===== config.mk =====
export PLATFORM = sky130hd
export DESIGN_NAME = bp_bht_flat
export DESIGN_NICKNAME = d
export VERILOG_FILES = /design/src/rtl/bp_bht_pkg.sv /design/src/rtl/bp_bht_if.sv /design/src/rtl/bp_sat_cnt_tbl.sv /design/src/rtl/bp_bht.sv /design/src/flat_wrapper.sv
export SDC_FILE = /design/constraint.sdc
export NUM_CORES = 1
export LEC_CHECK = 0
export CAP_MARGIN = 0
export CORE_AREA = 2 2 252 254
export CTS_CLUSTER_DIAMETER = 150
export DETAILED_ROUTE_END_ITERATION = 16
export DIE_AREA = 0 0 254 256
export HOLD_SLACK_MARGIN = 0.05
export PLACE_DENSITY = 0.7
export SYNTH_ARGS = -nofsm -noshare
export SYNTH_HDL_FRONTEND = slang
export SYNTH_SLANG_ARGS = --single-unit

===== constraint.sdc =====
create_clock -name clk -period 4.84 [get_ports clk]
set_input_delay 0.968 -clock clk [delete_from_list [all_inputs] [get_ports clk]]
set_output_delay 0.968 -clock clk [all_outputs]
set_load 0.01 [all_outputs]

===== src/rtl/bp_bht_pkg.sv =====
// Shared constants and opcode decode for the branch history table predictor.
// Optional gshare indexing is enabled with the BP_GSHARE_EN macro (see bp_bht.sv).
package bp_bht_pkg;

    localparam logic JUMP     = 1'b1;
    localparam logic NOT_JUMP = 1'b0;

    localparam logic [6:0] OP_JAL    = 7'b1101111;
    localparam logic [6:0] OP_JALR   = 7'b1100111;
    localparam logic [6:0] OP_BRANCH = 7'b1100011;

    typedef enum logic [1:0] {
        KIND_OTHER,
        KIND_JAL,
        KIND_JALR,
        KIND_BRANCH
    } inst_kind_e;

    function automatic inst_kind_e decode_kind(input logic [6:0] opcode);
        inst_kind_e kind;
        case (opcode)
            OP_JAL:    kind = KIND_JAL;
            OP_JALR:   kind = KIND_JALR;
            OP_BRANCH: kind = KIND_BRANCH;
            default:   kind = KIND_OTHER;
        endcase
        return kind;
    endfunction

endpackage


===== src/rtl/bp_bht_if.sv =====
// Fetch-side (iCache -> INF) and commit-side (ROB) signals of the branch predictor.
// master = iCache/ROB/INF environment, slave = bp_bht.
interface bp_bht_if #(
    parameter int ADDR_W = 32,
    parameter int INST_W = 32,
    parameter int IDX_W  = 8
);
    logic              iMC_en;
    logic [INST_W-1:0] iMC_inst;
    logic [ADDR_W-1:0] iMC_pc;
    logic              oINF_pd;
    logic [ADDR_W-1:0] oINF_target;
    logic [IDX_W-1:0]  oINF_idx;
    logic              iROB_commit_en;
    logic [IDX_W-1:0]  iROB_idx;
    logic              iROB_taken;

    modport master (
        output iMC_en, iMC_inst, iMC_pc,
        output iROB_commit_en, iROB_idx, iROB_taken,
        input  oINF_pd, oINF_target, oINF_idx
    );

    modport slave (
        input  iMC_en, iMC_inst, iMC_pc,
        input  iROB_commit_en, iROB_idx, iROB_taken,
        output oINF_pd, oINF_target, oINF_idx
    );
endinterface


===== src/rtl/bp_sat_cnt_tbl.sv =====
// Table of saturating counters: one combinational read port, one clocked
// saturating update port. Counters reset to weakly not-taken.
module bp_sat_cnt_tbl #(
    parameter int IDX_W = 8,
    parameter int CNT_W = 2
) (
    input  logic             clk,
    input  logic             rst,
    input  logic [IDX_W-1:0] rd_idx,
    output logic [CNT_W-1:0] rd_cnt,
    input  logic             wr_en,
    input  logic [IDX_W-1:0] wr_idx,
    input  logic             wr_taken
);
    localparam int               DEPTH    = 2 ** IDX_W;
    localparam logic [CNT_W-1:0] CNT_INIT = CNT_W'((1 << (CNT_W - 1)) - 1);
    localparam logic [CNT_W-1:0] CNT_MAX  = '1;

    logic [CNT_W-1:0] cnt_arr [DEPTH];
    logic [CNT_W-1:0] wr_cur;
    logic [CNT_W-1:0] wr_next;

    assign rd_cnt = cnt_arr[rd_idx];
    assign wr_cur = cnt_arr[wr_idx];

    always_comb begin
        wr_next = wr_cur;
        if (wr_taken) begin
            if (wr_cur != CNT_MAX) wr_next = wr_cur + 1'b1;
        end else begin
            if (wr_cur != '0) wr_next = wr_cur - 1'b1;
        end
    end

    // Each entry is its own register so the whole table can clear on async reset.
    generate
        for (genvar gi = 0; gi < DEPTH; gi++) begin : g_entry
            logic [CNT_W-1:0] cnt_reg;
            always_ff @(posedge clk or negedge rst) begin
                if (!rst) begin
                    cnt_reg <= CNT_INIT;
                end else if (wr_en && (wr_idx == IDX_W'(gi))) begin
                    cnt_reg <= wr_next;
                end
            end
            assign cnt_arr[gi] = cnt_reg;
        end
    endgenerate

endmodule


===== src/rtl/bp_bht.sv =====
// Fetch-stage branch predictor: decodes the fetched instruction, predicts via a
// saturating-counter table trained by ROB commits. Macro BP_GSHARE_EN adds gshare hashing.
module bp_bht
    import bp_bht_pkg::*;
#(
    parameter int ADDR_W = 32,
    parameter int INST_W = 32,
    parameter int IDX_W  = 8,
    parameter int CNT_W  = 2,
    parameter int GHR_W  = 8
) (
    input  logic    clk,
    input  logic    rst,
    input  logic    rdy,
    bp_bht_if.slave bus
);
    localparam int HIST_W = (GHR_W < IDX_W) ? GHR_W : IDX_W;

    logic [6:0]        opcode;
    inst_kind_e        kind;
    logic [20:0]       j_imm_raw;
    logic [12:0]       b_imm_raw;
    logic [ADDR_W-1:0] j_imm;
    logic [ADDR_W-1:0] b_imm;
    logic [ADDR_W-1:0] pc_plus4;
    logic [ADDR_W-1:0] jal_target;
    logic [ADDR_W-1:0] br_target;
    logic [IDX_W-1:0]  pc_idx;
    logic [HIST_W-1:0] hist;
    logic [IDX_W-1:0]  fetch_idx;
    logic [CNT_W-1:0]  rd_cnt;
    logic              train_en;
    logic              pd_next;
    logic [ADDR_W-1:0] target_next;
    logic [IDX_W-1:0]  idx_next;

    assign opcode    = bus.iMC_inst[6:0];
    assign kind      = decode_kind(opcode);
    assign j_imm_raw = {bus.iMC_inst[31], bus.iMC_inst[19:12], bus.iMC_inst[20],
                        bus.iMC_inst[30:21], 1'b0};
    assign b_imm_raw = {bus.iMC_inst[31], bus.iMC_inst[7], bus.iMC_inst[30:25],
                        bus.iMC_inst[11:8], 1'b0};
    assign j_imm     = {{(ADDR_W - 21){j_imm_raw[20]}}, j_imm_raw};
    assign b_imm     = {{(ADDR_W - 13){b_imm_raw[12]}}, b_imm_raw};

    assign pc_plus4   = bus.iMC_pc + ADDR_W'(4);
    assign jal_target = bus.iMC_pc + j_imm;
    assign br_target  = bus.iMC_pc + b_imm;

    assign train_en = rdy && bus.iROB_commit_en;
    assign pc_idx   = bus.iMC_pc[IDX_W+1:2];

`ifdef BP_GSHARE_EN
    logic [HIST_W-1:0] ghr_reg;

    always_ff @(posedge clk or negedge rst) begin
        if (!rst) begin
            ghr_reg <= '0;
        end else if (train_en) begin
            ghr_reg <= HIST_W'({ghr_reg, bus.iROB_taken});
        end
    end

    assign hist = ghr_reg;
`else
    // Without gshare the history term is a constant zero, leaving the plain PC slice.
    assign hist = '0;
`endif

    assign fetch_idx = pc_idx ^ IDX_W'(hist);

    // Training uses the index that travelled with the branch, not a fresh hash.
    bp_sat_cnt_tbl #(
        .IDX_W (IDX_W),
        .CNT_W (CNT_W)
    ) u_tbl (
        .clk      (clk),
        .rst      (rst),
        .rd_idx   (fetch_idx),
        .rd_cnt   (rd_cnt),
        .wr_en    (train_en),
        .wr_idx   (bus.iROB_idx),
        .wr_taken (bus.iROB_taken)
    );

    always_comb begin
        pd_next     = NOT_JUMP;
        target_next = pc_plus4;
        idx_next    = fetch_idx;
        if (rdy && bus.iMC_en) begin
            case (kind)
                KIND_JAL: begin
                    pd_next     = JUMP;
                    target_next = jal_target;
                end
                KIND_BRANCH: begin
                    if (rd_cnt[CNT_W-1]) begin
                        pd_next     = JUMP;
                        target_next = br_target;
                    end
                end
                default: begin
                    pd_next     = NOT_JUMP;
                    target_next = pc_plus4;
                end
            endcase
        end
        // Outputs are forced quiet for as long as reset is held.
        if (!rst) begin
            pd_next     = NOT_JUMP;
            target_next = '0;
            idx_next    = '0;
        end
    end

    assign bus.oINF_pd     = pd_next;
    assign bus.oINF_target = target_next;
    assign bus.oINF_idx    = idx_next;

endmodule

===== src/flat_wrapper.sv =====
// flat-port wrapper written by rule: the top's interface ports become plain ports
module bp_bht_flat import bp_bht_pkg::*;
#(
    parameter int ADDR_W = 32,
    parameter int INST_W = 32,
    parameter int IDX_W  = 8,
    parameter int CNT_W  = 2,
    parameter int GHR_W  = 8
)
  (clk, rst, rdy, bus_iMC_en, bus_iMC_inst, bus_iMC_pc, bus_iROB_commit_en, bus_iROB_idx, bus_iROB_taken, bus_oINF_pd, bus_oINF_target, bus_oINF_idx);
  bp_bht_if #(.ADDR_W(ADDR_W), .INST_W(INST_W), .IDX_W(IDX_W)) bus_i ();
  input  logic clk;
  input  logic rst;
  input  logic rdy;
  input wire logic [$bits(bus_i.iMC_en)-1:0] bus_iMC_en;
  input wire logic [$bits(bus_i.iMC_inst)-1:0] bus_iMC_inst;
  input wire logic [$bits(bus_i.iMC_pc)-1:0] bus_iMC_pc;
  input wire logic [$bits(bus_i.iROB_commit_en)-1:0] bus_iROB_commit_en;
  input wire logic [$bits(bus_i.iROB_idx)-1:0] bus_iROB_idx;
  input wire logic [$bits(bus_i.iROB_taken)-1:0] bus_iROB_taken;
  output wire logic [$bits(bus_i.oINF_pd)-1:0] bus_oINF_pd;
  output wire logic [$bits(bus_i.oINF_target)-1:0] bus_oINF_target;
  output wire logic [$bits(bus_i.oINF_idx)-1:0] bus_oINF_idx;
  assign bus_i.iMC_en = bus_iMC_en;
  assign bus_i.iMC_inst = bus_iMC_inst;
  assign bus_i.iMC_pc = bus_iMC_pc;
  assign bus_i.iROB_commit_en = bus_iROB_commit_en;
  assign bus_i.iROB_idx = bus_iROB_idx;
  assign bus_i.iROB_taken = bus_iROB_taken;
  assign bus_oINF_pd = bus_i.oINF_pd;
  assign bus_oINF_target = bus_i.oINF_target;
  assign bus_oINF_idx = bus_i.oINF_idx;
  bp_bht #(.ADDR_W(ADDR_W), .INST_W(INST_W), .IDX_W(IDX_W), .CNT_W(CNT_W), .GHR_W(GHR_W)) u_core (.clk(clk), .rst(rst), .rdy(rdy), .bus(bus_i));
endmodule

# [After elaboration in Yosys (flattened, before gate mapping)]
# Cells that the tools add are included.
[op_classes] addsub=5 n_lt_le_gt_ge=2 eq_ne=261 n_mux=19 n_bitwise=2 reduce_logical=260
[ops] operator="$eq 8x8->1 const B" n=128
[ops] operator="$eq 8x7->1 const B" n=64
[ops] operator="$logic_and 1x1->1" n=258
[ops] operator="$eq 8x6->1 const B" n=32
[ops] operator="$eq 8x5->1 const B" n=16
[ops] operator="$mux 32" n=3
[ops] operator="$add 32x32->32" n=2
[ops] operator="$eq 8x4->1 const B" n=8
[ops] operator="$pmux 32 s2" n=1
[ops] operator="$add 32x3->32 const B" n=1
[ops] operator="$bmux 2 s8" n=2
[ops] operator="$eq 8x3->1 const B" n=4
[ops] operator="$eq 7x7->1 const B" n=3
[ops] operator="$ge 9x9->1 const B" n=2
[ops] operator="$not 8->9" n=2
[ops] operator="$eq 8x2->1 const B" n=2
[ops] operator="$mux 2" n=7
[ops] operator="$eq 8x1->1 const B" n=1
[ops] operator="$logic_not 8->1" n=1
[ops] operator="$mux 8" n=1
[ops] operator="$pmux 2 s3" n=1
[ops] operator="$mux 1" n=3
[ops] operator="$add 2x1->2 const B" n=1
[ops] operator="$eq 2x1->1 const B" n=1
[ops] operator="5 further kinds" n=5
[word_totals] regBits=512 inputBits=78 output_inout_bits=41 word_cells=805

# [Longest topological paths before layout]
# Gate-level depths: netlist (run 1).
[depth] word_depth=8 mapped_depth=16 mapped_depth_nobuf=11

# [Modules after synthesis]
# Synthesis (run 1) repeated with hierarchy kept, for this count alone.
[unflattened] hier_cells=3195 area_unflattened_um2=33330.7
[by_module_without_submodules] module="bp_sat_cnt_tbl" instances=1 cells_each=2585 area_per_inst_um2=29318.1 seq_area_each_um2=13132.6
[by_module_without_submodules] module="bp_bht" instances=1 cells_each=610 area_per_inst_um2=4012.6 seq_area_each_um2=0.0

# [Least setup slack after synthesis (run 1)]
# Ideal clock, no wire load.
[synth_timing] path_kind="input to output" from="input port bus_iMC_pc[1]" to="output port bus_oINF_target[29]" arrival_ns=3.983 required_ns=3.872 slack_ns=-0.111 path_stages=11 n_path_buf=0 path_cell_list="ha_1 -> fa_1 -> a211oi_1 -> o21ai_0 -> a211o_1 -> a221oi_1 -> o21a_1 -> o21ai_0 -> xnor2_1 -> or3_1 -> a221oi_1"
[synth_between] elab_chain_cells=5 elab_cells_between_ends=7 cone_classes="add/sub (3); mux (4)"
[synth_lines] item="from (decl)" line_no="flat_wrapper.sv:17" text="input wire logic [$bits(bus_i.iMC_pc)-1:0] bus_iMC_pc;"
[synth_lines] item="$add 32x3->32 or $add 32x32->32 (tied branches)" line_no="bp_bht.sv:46, bp_bht.sv:48"
[synth_lines] item="$mux 32" line_no="bp_bht.sv:97" text="if (rd_cnt[CNT_W-1]) begin"
[synth_lines] item="$pmux 32 s2" line_no="bp_bht.sv:91" text="case (kind)"
[synth_lines] item="$mux 32 (*)" line_no="bp_bht.sv:90" text="if (rdy && bus.iMC_en) begin"
[synth_lines] item="$mux 32 (*)" line_no="bp_bht.sv:109" text="if (!rst) begin"
[synth_lines] item="to (decl)" line_no="flat_wrapper.sv:22" text="output wire logic [$bits(bus_i.oINF_target)-1:0] bus_oINF_target;"
# Mark *: on every way between the ends. The rest lies on a longest branch, timed or not.

# [Worst setup path after layout (run 1)]
[layout_timing] from="input port bus_iMC_pc[2]" to="output port bus_oINF_target[7]"
[layout_between] elab_chain_cells=8 elab_cells_between_ends=11 cone_classes="add/sub (3); mux (7); bitwise (1)"
[layout_lines] item="$not 8->9 (not written as such)" line_no="bp_sat_cnt_tbl.sv:23" text="assign rd_cnt = cnt_arr[rd_idx];"
[layout_lines] item="$bmux 2 s8" line_no="bp_sat_cnt_tbl.sv:23"
[layout_lines] item="$mux 2 (not written as such) (2 in series)" line_no="bp_sat_cnt_tbl.sv:23"
[layout_lines] item="$mux 32" line_no="bp_bht.sv:97"
[layout_lines] item="$pmux 32 s2" line_no="bp_bht.sv:91"
[layout_lines] item="$mux 32 (*)" line_no="bp_bht.sv:90"
[layout_lines] item="$mux 32 (*)" line_no="bp_bht.sv:109"
# Mark *: on every way between the ends. The rest lies on a longest branch, timed or not. The select of a mux whose other input is x is not followed.

==> metrics.yaml, run 1 <==
clock_network:
  htreeDepth: 2
  path_clk_slew_ns: 0.06
  cts-hold-fix-buffers: 0
  clk-insertion-delay-late_ns: 0.62
  cts.sinks: 512
  cts_made_buffers: 53
  cts_tree: "yes"
  cts_buffer_depth: 3
  cts-root-buf: "clkbuf_16"
pwr:
  power.density_nw_per_um2: 276
  p_leak_nw: 16.7
  p_total_mw: 10.9
  peakVddDrop_v: 0.000311
setup_path:
  worstPathCellList: "buf_12 -> buf_12 -> buf_12 -> mux4_2 -> mux4_2 -> a21bo_2 -> o21ai_2 -> a21oi_2 -> nor3_4 -> buf_12 -> buf_8 -> buf_4 -> buf_6 -> mux2i_4 -> a21oi_2 -> nor2_1 -> buf_2"
  critPathKind: "primary input to output port"
  crit_path_frequent_cell: "buf_12"
  ff2ff_setup_slack_ns: 1.16
  required_ns: 3.87
  crit_fanout: 5
  startpoint_type: "primary input"
  critPathSlowestCell: "mux4_2"
  endpoint_kind: "output port"
  cpLargestDelayFamily: "multiplexers"
  crit_buf_inv: 8
  worstPathArrival_ns: 4.12
  max_stage_delay_ns: 0.51
timing:
  finalHoldWorstSlack_ns: 0.274
  skew_ns: 0.0427
  final_hold_viol_count: 0
  tightestPinTransition_ns: 1.29
  final.period_utilization_pct: 105
  setup-violations-final: 27
  rsz0062_at_grt: "yes"
  drv_slew: 0
  slew_headroom_pct: 13.5
  period_minus_slack_ns: 5.08
  fin_ws_ns: -0.245
  timing.fmax_mhz: 197
final_layout:
  drive_gt1_share_pct: 56.0
  fill_cells: 4691
  area_growth_pct: 27.3
  final_cell_mix: "mux2_2, buf_4, nor2_1, dfstp_2, dfrtp_1"
  fin_util_pct: 63.1
  final_nets: 3137
  largest_register_ffs: 512
  final_common_cell: "mux2_2"
floorplanning:
  die_w_um: 254
  start_util_pct: 49.6
  num_rows: 92
  die_area_sq_um: 65000
  fp.dieH_um: 256
  core_sq_um: 62400
  io_pins: 119
drt:
  drtIter0Drc: 2319
  ant_nets: 0
  wl_per_cell_um: 26.3
  wl_um: 103000
  vias_per_cell: 6.29
  via_count: 24600
  dr.pass1.iters: 5
  drc_errors: 0
logic_synthesis:
  synth_nets: 2709
  ys_warn_count: 0
  synth_top_cell_by_area: "dfstp_2"
  async_reset_ff_share_pct: 100
  syn_area_sq_um: 30900
  synth_edf_count: 0
  ys_seq_area_share_pct: 42.4
  synth_top_area_share_pct: 21.7
  ys.flop_type: "dfstp_2"
  synth.distinct_cells: 70
  syn_area_per_cell_sq_um: 12.0
  ys_ff_latch: 512
  netlist_instances: 2585
  synthTopCellsByArea: "dfstp_2, dfrtp_1, mux2_2"
status:
  violations: "setup timing"
  status: "finished, violations left"
global_route:
  busiest_layer: "met2"
  overflow: 0
  grtUsageTotal_pct: 31.6
  grt_start_max_net_pins: 177
  first_global_vias: 25900
  grt_antenna_before_repair: 3
  gr-usage-met1_pct: 40.2
  grt_pass1_wl_um: 157000
  met3_usage_pct: 6.21
  globalRouteMet2Util_pct: 51.5
place:
  dpl.hpwl_um: 70600
  portBuffers: 118
  place_congestion: 0.960
min_path:
  hold_path_class: "primary input to asynchronous set/reset pin"
flow_run:
  maxCapViolations: 0
==> cells in the mapped netlist (21+ instances only) <==
cell type and count:
mux4_2 179, clkbuf_1 98, xnor2_1 42, dfstp_2 256
mux2_2 517, nor2b_1 21, xor2_1 35, nand3_1 44
o21ai_0 43, buf_2 75, nand2_1 175, a22oi_1 67
ha_1 44, nor3_1 31, nor2_1 276, dfrtp_1 256
a21oi_1 80, a31oi_1 22, mux2i_1 51
==> timing repair <==
action / CTS / global route
endpoints found under the hold margin: 0 / 0
gates cloned: 3 / 1
pin swaps: 82 / 57
gates resized for setup: 366 / 80
setup buffers: 51 / 19
setup endpoints to repair: 32 / 32
==> stage by stage <==
| step | instance area [sq um] | cells | worst slack (ns) | TNS, ns |
|---|---|---|---|---|
| after CTS | 38900 | 3889 | -0.160 | -1.54 |
| after global routing | 39400 | 3905 | -0.312 | -5.38 |
| after global placement | 35600 | 3739 | -1.30 | -35.96 |
| after detailed placement | 35600 | 3739 | -1.31 | -41.36 |
| after floorplan | 31000 | 2585 | 0.00127 | 0 |
| final | 39400 | 3905 | -0.245 | -3.03 |
==> path summary, 6_finish.rpt <==
| check | startpoint | end | depth (start not counted) |
|---|---|---|---|
| hold reg to reg | u_core.u_tbl.g_entry[110].cnt_reg[1]$_DFFE_PN0P_ | u_core.u_tbl.g_entry[110].cnt_reg[1]$_DFFE_PN0P_ | 1 |
| max in group asynchronous | rst | u_core.u_tbl.g_entry[201].cnt_reg[0]$_DFFE_PN1P_ | 3 |
| setup reg to reg | u_core.u_tbl.g_entry[251].cnt_reg[0]$_DFFE_PN1P_ | u_core.u_tbl.g_entry[57].cnt_reg[1]$_DFFE_PN0P_ | 10 |
| hold / removal | rst | u_core.u_tbl.g_entry[155].cnt_reg[1]$_DFFE_PN0P_ | 1 |
| min in group clk | u_core.u_tbl.g_entry[110].cnt_reg[1]$_DFFE_PN0P_ | u_core.u_tbl.g_entry[110].cnt_reg[1]$_DFFE_PN0P_ | 1 |
| setup / recovery | bus_iMC_pc[2] | bus_oINF_target[7] | 17 |
==> per-layer routing <==
metal  up-vias  wire (um)
met5         -         36
met3       334       8040
met2      1110      49500
met4         4       5710
li1      10500          -
met1     12600      39600
==> kinds of logic (layout without fill, tap and decap cells) <==
family | Yosys count | after routing | share of synthesized area (%)
flip-flops | 512 | 512 | 42.4
XOR/XNOR | 77 | 77 | 2.18
AO/OA/AOI/OAI | 341 | 341 | 7.44
AND/OR/NAND/NOR | 644 | 644 | 9.18
other | 0 | 1 | 0
buffers and inverters | 216 | 689 | 3.30
multiplexers | 747 | 747 | 33.5
adder cells (fa/ha/maj) | 48 | 48 | 1.98
==> area by class of cell <==
class	count	area [sq um]	share of cell area (%)
Antenna cell	1	2.50	0.00635
Clock buffer	85	1640	4.16
Clock inverter	15	283	0.718
Inverter	16	72.6	0.184
Multi-Input combinational cell	1857	18000	45.6
Sequential cell	512	13100	33.3
Tap cell	846	1060	2.69
Timing Repair Buffer	573	5230	13.3
==> power by group <==
group	total, mW	internal [mW]	switching [mW]
combinational	1.91	0.880	1.03
clock	4.47	2.69	1.77
sequential	4.49	4.44	0.0569
(Power assumes the default switching activity.)
==> inputs of run 2 (changes only) <==
- CTS_CLUSTER_DIAMETER: 150 -> 80
- PLACE_DENSITY: 0.7 -> 0.67
- clock period: 4.84 -> 4.7 ns (I/O delays scaled with it)
==> metrics.yaml, run 2 (synthesized netlist as in run 1, its figures left out) <==
floorplanning:
  fp.dieH_um: 256
  die_area_sq_um: 65000
  io_pins: 119
  start_util_pct: 49.6
  die_w_um: 254
  core_sq_um: 62400
  num_rows: 92
global_route:
  first_global_vias: 25700
  overflow: 0
  grt_pass1_wl_um: 159000
  grtUsageTotal_pct: 32.3
  grt_antenna_before_repair: 2
  grt_start_max_net_pins: 201
clock_network:
  cts_made_buffers: 54
  cts.sinks: 512
  clk-insertion-delay-late_ns: 0.61
  cts-root-buf: "clkbuf_16"
  cts_tree: "yes"
  htreeDepth: 2
  cts_buffer_depth: 3
  cts-hold-fix-buffers: 0
  path_clk_slew_ns: 0.06
timing:
  fin_ws_ns: -0.315
  period_minus_slack_ns: 5.02
  drv_slew: 0
  setup-violations-final: 30
  final_hold_viol_count: 0
  skew_ns: 0.0185
  tightestPinTransition_ns: 1.15
  rsz0062_at_grt: "yes"
  tns_ns: -4.22
  slew_headroom_pct: 23.3
  timing.fmax_mhz: 199
  final.period_utilization_pct: 107
drt:
  drtIter0Drc: 2113
  wl_per_cell_um: 26.8
  via_count: 24500
  vias_per_cell: 6.28
  ant_nets: 0
  dr.pass1.iters: 6
  wl_um: 104000
  drc_errors: 0
place:
  dp.cells: 3758
  place_congestion: 0.958
  dpl.hpwl_um: 72100
  portBuffers: 118
  place_area_sq_um: 35800
status:
  violations: "setup timing"
  status: "finished, violations left"
final_layout:
  final_cell_mix: "mux2_2, buf_4, nor2_1, dfstp_2, dfrtp_1"
  final_nets: 3132
  largest_register_ffs: 512
  area_growth_pct: 26.3
  drive_gt1_share_pct: 55.7
  final_common_cell: "mux2_2"
  final_area_sq_um: 39100
  final_cells: 3899
setup_path:
  startpoint_type: "primary input"
  critPathSlowestCell: "mux4_2"
  max_stage_delay_ns: 0.55
  required_ns: 3.76
  worstPathCellList: "buf_12 -> buf_16 -> buf_16 -> buf_4 -> mux4_2 -> mux2i_2 -> a21oi_1 -> o31ai_4 -> a21oi_2 -> nor3_4 -> buf_6 -> buf_12 -> buf_6 -> mux2_4 -> a221oi_2 -> nor3_1 -> buf_2"
  crit_fanout: 6
  critPathKind: "primary input to output port"
  endpoint_kind: "output port"
  worstPathArrival_ns: 4.08
pwr:
  power.density_nw_per_um2: 282
  peakVddDrop_v: 0.000291
  combPwrFrac_pct: 17.5
  power_frac_clock_pct: 40.4
  sw_frac_of_total_pct: 26.3
  switchingPower_mw: 2.90
  p_int_mw: 8.10
  p_leak_nw: 16.6
  power_frac_seq_pct: 42.1
flow_run:
  maxCapViolations: 0
min_path:
  hold_path_class: "primary input to asynchronous set/reset pin"
==> run 2: changes by cell type in the layout (fill, tap and decap cells not counted), moves of 4 or more <==
cell and change:
buf_4 -7, dlymetal6s2s_1 -11, dlygate4sd2_1 +10, ha_1 +4, buf_12 -4, nand3_1 +5
clkinv_2 +4, buf_2 +5, buf_16 +6
==> run 2: area by class of cell <==
type / instances / area [sq um]
timing repair buffer: 567 / 5150
multi-input combinational: 1857 / 17800
clock buffer: 86 / 1670
tap: 846 / 1060
clock inverter: 14 / 176
sequential: 512 / 13100
antenna: 1 / 2.50
fill: 4857 / 23300
inverter: 16 / 62.6
==> run 2: metrics by stage <==
| step | worst slack (ns) | util (%) | power, mW | hold WS (ns) |
|---|---|---|---|---|
| floorplan | 0.00404 | - | 5.54 | 0.491 |
| global placement | -1.16 | 57.4 | 6.37 | 0.501 |
| detailed placement | -1.15 | 57.4 | 6.40 | 0.513 |
| CTS | -0.219 | 62.1 | 11.0 | 0.173 |
| global route | -0.351 | 62.6 | 11.4 | 0.195 |
| finish | -0.315 | 62.6 | 11.0 | 0.192 |
==> run 2: power groups by stage <==
stage	logic (mW)	registers, mW	clock network, mW
6_report	1.93	4.63	4.45
5_1_grt	2.04	4.64	4.69
4_1_cts	1.87	4.63	4.50
3_5_place_dp	1.71	4.70	0
3_3_place_gp	1.68	4.69	0
2_1_floorplan	0.870	4.67	0
==> run 2: repair_timing <==
| action | in CTS | in global routing |
|---|---|---|
| cloned | 8 | 0 |
| pin swaps | 101 | 56 |
| setup endpoints to repair | 32 | 32 |
| buffers inserted | 33 | 10 |
| hold endpoints to repair | 0 | 0 |
| resized for setup | 368 | 49 |
==> run 2: metal layers <==
| layer | track usage, % | share of wire [%] | up-vias | wire, um |
|---|---|---|---|---|
| met4 | 16.2 | 5.7 | 2 | 5950 |
| li1 | - | - | 10500 | - |
| met1 | 42.2 | 40 | 12600 | 41500 |
| met5 | 0 | 0.013 | - | 14 |
| met3 | 6.34 | 7.4 | 331 | 7750 |
| met2 | 51.4 | 47 | 1074 | 49300 |
==> run 2: worst max-delay path: cells and delay by family <==
kind,cells,cell delay (ns)
compound gates,4,0.73
simple gates,2,0.25
mux,3,1.05
buf+inv,8,1.09
==> run 2: worst paths after layout <==
check                                                           startpoint                                          endpoint  slack (ns)  depth (start not counted)
min in group clk           u_core.u_tbl.g_entry[86].cnt_reg[1]$_DFFE_PN0P_   u_core.u_tbl.g_entry[86].cnt_reg[1]$_DFFE_PN0P_        0.53                          1
max                                                          bus_iMC_pc[2]                                bus_oINF_target[1]       -0.32                         17
min                                                                    rst  u_core.u_tbl.g_entry[206].cnt_reg[1]$_DFFE_PN0P_        0.19                          1
max in group asynchronous                                              rst   u_core.u_tbl.g_entry[51].cnt_reg[1]$_DFFE_PN0P_        2.31                          3
min reg2reg                u_core.u_tbl.g_entry[86].cnt_reg[1]$_DFFE_PN0P_   u_core.u_tbl.g_entry[86].cnt_reg[1]$_DFFE_PN0P_        0.53                          1
max reg2reg                u_core.u_tbl.g_entry[39].cnt_reg[1]$_DFFE_PN0P_    u_core.u_tbl.g_entry[9].cnt_reg[1]$_DFFE_PN0P_        0.95                          9
